**config.mk**
```make
export PLATFORM = sky130hd
export DESIGN_NAME = adder_share_scheduler
export DESIGN_NICKNAME = d
export VERILOG_FILES = /design/src/rtl/adder_share_scheduler.sv
export SDC_FILE = /design/constraint.sdc
export NUM_CORES = 1
export LEC_CHECK = 0
export CAP_MARGIN = 40
export CORE_MARGIN = 4
export CORE_UTILIZATION = 39
export CTS_CLUSTER_SIZE = 25
export DETAILED_ROUTE_END_ITERATION = 10
export GPL_ROUTABILITY_DRIVEN = 0
export MAX_ROUTING_LAYER = met4
export PLACE_DENSITY = 0.66
export SETUP_SLACK_MARGIN = 0.5
export SLEW_MARGIN = 40
export SYNTH_ARGS = -nofsm -noshare
export SYNTH_HDL_FRONTEND = slang
export SYNTH_SLANG_ARGS = --single-unit
```
**constraint.sdc**
```tcl
create_clock -name iClk -period 8.8 [get_ports iClk]
set_clock_uncertainty 0.1 [all_clocks]
set_input_delay 1.76 -clock iClk [delete_from_list [all_inputs] [get_ports iClk]]
set_output_delay 1.76 -clock iClk [all_outputs]
set_load 0.005 [all_outputs]
```
**src/rtl/adder_share_scheduler.sv**
```systemverilog
// adder_share_scheduler: one shared sign-magnitude adder time-multiplexed across
// NUM_CH accumulation channels. Round-robin grant, one-stage operand capture,
// writeback one edge later into per-channel saturating accumulators.

// Per-channel accumulator and sticky overflow flag; clear outranks writeback.
module adder_share_lane (
  input  logic        iClk,
  input  logic        iRst_n,
  input  logic        iClear,
  input  logic        iWrEn,
  input  logic [30:0] iWrData,
  input  logic        iWrOvf,
  output logic [30:0] oAcc,
  output logic        oOvf
);
  // Accumulator register: clear drops any same-edge writeback.
  always_ff @(posedge iClk or negedge iRst_n) begin
    if (!iRst_n) begin
      oAcc <= '0;
      oOvf <= 1'b0;
    end else if (iClear) begin
      oAcc <= '0;
      oOvf <= 1'b0;
    end else if (iWrEn) begin
      oAcc <= iWrData;
      if (iWrOvf) oOvf <= 1'b1;
    end
  end
endmodule

module adder_share_scheduler #(
  parameter int NUM_CH = 4,
  parameter int PTR_W  = 2
) (
  input  logic                iClk,
  input  logic                iRst_n,
  input  logic [NUM_CH*31-1:0] iTerm,
  input  logic [NUM_CH-1:0]   iValid,
  output logic [NUM_CH-1:0]   oReady,
  input  logic [NUM_CH-1:0]   iClear,
  output logic [NUM_CH*31-1:0] oAcc,
  output logic [NUM_CH-1:0]   oOvf,
  output logic                oBusy
);
  // -0 is not a legal value; the adder treats it as an overflow trigger.
  localparam logic [30:0] UNIT = {1'b1, 30'b0};

  typedef struct packed {
    logic [PTR_W-1:0] ch;
    logic [30:0]      opA;
    logic [30:0]      opB;
  } stageOp_t;

  logic [NUM_CH-1:0][30:0] termArr;
  logic [NUM_CH-1:0][30:0] accArr;
  logic [NUM_CH-1:0]       eligible;
  logic [NUM_CH-1:0]       grant;
  logic [NUM_CH-1:0]       wrEn;
  logic [PTR_W-1:0]        rrPtr;
  logic [PTR_W-1:0]        gIdx;
  logic [PTR_W-1:0]        nextPtr;
  logic                    found;
  logic                    stgBValid;
  stageOp_t                stgB;
  logic [30:0]             addSum;
  logic                    addOvf;
  logic [30:0]             wrData;

  assign termArr = iTerm;
  assign accArr  = oAcc;

  // Sign-magnitude add: {overflow, sign, magnitude}. Zero results are always +0.
  function automatic logic [31:0] smAdd(input logic [30:0] a, input logic [30:0] b);
    logic [30:0] mag;
    logic        sgn;
    logic        ovf;
    mag = '0;
    sgn = 1'b0;
    ovf = 1'b0;
    if (a == UNIT || b == UNIT) begin
      ovf = 1'b1;
    end else if (a[30] == b[30]) begin
      mag = {1'b0, a[29:0]} + {1'b0, b[29:0]};
      ovf = mag[30];
      sgn = a[30];
    end else if (a[29:0] >= b[29:0]) begin
      mag = {1'b0, a[29:0] - b[29:0]};
      sgn = a[30];
    end else begin
      mag = {1'b0, b[29:0] - a[29:0]};
      sgn = b[30];
    end
    if (mag[29:0] == '0) sgn = 1'b0;
    return {ovf, sgn, mag[29:0]};
  endfunction

  // Eligibility: valid, not being cleared, and not already waiting in stage B.
  always_comb begin
    eligible = '0;
    for (int c = 0; c < NUM_CH; c++)
      eligible[c] = iValid[c] & ~iClear[c] & ~(stgBValid & (stgB.ch == PTR_W'(c)));
  end

  // Round-robin scan starting at rrPtr with wrap at NUM_CH-1.
  always_comb begin
    int idx;
    idx   = 0;
    found = 1'b0;
    gIdx  = '0;
    grant = '0;
    for (int i = 0; i < NUM_CH; i++) begin
      idx = int'(rrPtr) + i;
      if (idx >= NUM_CH) idx = idx - NUM_CH;
      if (!found && eligible[idx]) begin
        found = 1'b1;
        gIdx  = idx[PTR_W-1:0];
      end
    end
    if (found) grant[gIdx] = 1'b1;
  end

  assign nextPtr = (gIdx == PTR_W'(NUM_CH - 1)) ? '0 : gIdx + 1'b1;
  // Grant is combinational on iValid; forced low while reset is held.
  assign oReady  = grant & {NUM_CH{iRst_n}};
  assign oBusy   = stgBValid;

  // Stage A: capture the granted term and that channel's current accumulator.
  always_ff @(posedge iClk or negedge iRst_n) begin
    if (!iRst_n) begin
      stgBValid <= 1'b0;
      rrPtr     <= '0;
      stgB      <= '0;
    end else begin
      stgBValid <= found;
      if (found) begin
        stgB  <= '{ch: gIdx, opA: termArr[gIdx], opB: accArr[gIdx]};
        rrPtr <= nextPtr;
      end
    end
  end

  // Stage B: shared adder and saturation select for the writeback word.
  always_comb begin
    logic [31:0] res;
    res    = smAdd(stgB.opA, stgB.opB);
    addOvf = res[31];
    addSum = res[30:0];
    wrData = addOvf ? {stgB.opA[30], 30'h3FFFFFFF} : addSum;
  end

  // Writeback targets only the channel held in stage B.
  always_comb begin
    wrEn = '0;
    for (int c = 0; c < NUM_CH; c++)
      wrEn[c] = stgBValid & (stgB.ch == PTR_W'(c));
  end

  genvar c;
  generate
    for (c = 0; c < NUM_CH; c++) begin : gLane
      adder_share_lane uLane (
        .iClk    (iClk),
        .iRst_n  (iRst_n),
        .iClear  (iClear[c]),
        .iWrEn   (wrEn[c]),
        .iWrData (wrData),
        .iWrOvf  (addOvf),
        .oAcc    (oAcc[c*31 +: 31]),
        .oOvf    (oOvf[c])
      );
    end
  endgenerate
endmodule

```
==> run metrics <==
Hold Buf Count CTS 0; H-tree depth 4; Syn Nets 2,208; root buffer cell clkbuf_16; dpl hpwl 43,300 µm; remaining antenna violation count after routing 0; first-pass GRT wire length 90,300 µm; mux cell area share after synthesis 0.0129; final setup margin 1730 ps; Critical Path RT 6940 ps; status finished, final reports clean; Yosys reg bits 195; Pre-Repair DR Iteration Count 9; clock slew at reported path FFs 70 ps; Hold/Removal Path Class reg2reg; simple-gate share of the synthesized area 0.267; largest cells by area after synthesis dfrtp_1 33%, nand2_1 9.4%, ha_1 8.3%; Die ar. 41,600 µm²; CP Class in2out; fillers 3,703; final setup fails 0; proportion of layout cells with a drive suffix above 1 0.0501; synth warn 0; area of the multi-input gates 9240 µm²; Place WS 1770 ps; largest area contributor in the netlist dfrtp_1; final max-slew violation count 0; Initial Util 0.396; PortBufs 266; most frequent cells after synthesis 374 x nand2_1, 195 x dfrtp_1, 194 x nand3_1, 177 x o21ai_0, 126 x nor2_1; Adder-Cell Fraction of Synth Area 0.0868; Worst R2R Setup Slack 3520 ps; WL per Instance 22.1 µm; Reg area 4880 µm²; EDFF count, synth 0; Die Y 204 µm; largest net degree at the start of global routing 92; Synth Instances 1,972; Tightest Pin Transition 871 ps; Total GRT Usage 0.282; total CTS buffers 17; worst endpoint data arrival time 5210 ps; Post-CTS Resized 0; DIE WIDTH 204 µm; nets@finish 2,379; share of the synthesized area in the top cell type 0.326; Synth-to-Final Area Change 23.8%; Setup crit end kind primary output; row count 71; Unique masters post-synth 92; initial antenna violation count 1; Max Clock Freq 141 MHz; Mean Syn Cell Area 7.59 µm²; combinational family with the most area after synthesis simple AND/OR/NAND/NOR gates; prevailing post-synth register cell dfrtp_1; core box area 37,800 µm²; drt drc 0; slew margin rel. 0.411; Iteration-0 DRC Markers 2,147; Detailed Route WL 58,900 µm; vias in the first global route 15,400; Post-synth ARST share 1.00; Post-Synth XOR/XNOR Area 0.0140; Synth Area in Compound Gates 0.230; vias per std cell 6.05; count leader, synth nand2_1; Final Hold Fails 0; CTS tree built; Mapped Area 15,000 µm²; clock tree sinks 195; DP Cell Count 2,635; final std cells w/o fill 2,667; final worst-path cycle share 0.803; Clock Tree Buf Depth 2; I/O pin total 267; sequential cell area fraction in the yosys report 0.326; max-cap violations 0; Fin Setup TNS 0 ps; RSZ-0062 raised after global routing no; gr ovfl total 0; via count 16,100; Clk Latency, worst-skew pair 460 ps; Setup crit start kind input pin; Setup Buffers After CTS 0; min cycle time layout 7070 ps; CP Max Fanout 66
routing by layer:
metal / GRT usage / share of wire
met3: 0.0689 / 0.10
met5: - / 0
met2: 0.413 / 0.44
met4: 0.0718 / 0.024
met1: 0.395 / 0.43
logic make-up after synthesis:
logic type               after synthesis
AND/OR/NAND/NOR                      873
AO/OA/AOI/OAI                        527
buffers and inverters                232
flip-flops                           195
adder cells (fa/ha/maj)              102
XOR/XNOR                              24
multiplexers                          19
flip-flops by register name, indices dropped and copies added, names as in the netlist:
| register | count |
|---|---|
| gLane.uLane.oAcc | 124 |
| oBusy | 1 |
| stgB | 64 |
| gLane.uLane.oOvf | 4 |
| rrPtr | 2 |
area by class of cell:
type	instances	area share
tap	511	0.0345
inverter	100	0.0205
timing repair buffer	284	0.152
antenna	1	0.000135
multi-input combinational	1545	0.498
clock buffer	18	0.0237
sequential	195	0.263
clock inverter	13	0.00743
worst max-delay path, stage by stage:
cell	delay, ps
clkdlybuf4s50_1	470
nor2_2	720
nand2_1	240
nand2_1	100
a21boi_0	100
o22a_4	510
inv_4	410
ha_1	230
and3_1	140
clkdlybuf4s50_1	490
cell usage in the layout (no fill, tap or decap), types with 6 or more instances in the layout:
master / n
nand2_1: 374
or3_1: 7
nand4_1: 18
a22o_1: 31
inv_1: 96
a211o_1: 11
a31oi_1: 16
nor2_1: 122
clkdlybuf4s50_1: 265
xnor2_1: 17
and2_1: 9
o31ai_1: 9
a21oi_1: 109
a221oi_1: 6
nor3_1: 43
dfrtp_1: 195
o2111ai_1: 7
o21a_1: 10
o21bai_1: 16
a21o_1: 10
a211oi_1: 32
mux2i_1: 17
clkbuf_16: 17
ha_1: 99
o21ai_0: 177
nor4_1: 21
and3_1: 14
or2_2: 9
o211ai_1: 6
nand2b_1: 14
nand3_1: 194
nor2b_1: 11
buf_4: 15
per-stage QoR:
stage          utilization  hold WS (ps)  area, µm²
2_1_floorplan            -           364      15000
3_3_place_gp         0.474           389      17900
3_5_place_dp         0.475           400      17900
4_1_cts              0.490           417      18500
5_1_grt              0.491           447      18500
6_report             0.491           417      18500
path summary, 6_finish.rpt:
kind,start,end,depth (start not counted)
max,iClear[1],oReady[1],10
max reg2reg,stgB[5],gLane[1].uLane.oAcc[30],14
min,gLane[1].uLane.oAcc[25],gLane[1].uLane.oAcc[25],2
max in group asynchronous,iRst_n,gLane[0].uLane.oAcc[7],2
min in group asynchronous,iRst_n,stgB[34],1
min reg2reg,gLane[1].uLane.oAcc[25],gLane[1].uLane.oAcc[25],2
Power is left out: the tool's default activity adds up to more than one toggle a clock period on the data nets, which glitch-free logic cannot reach.
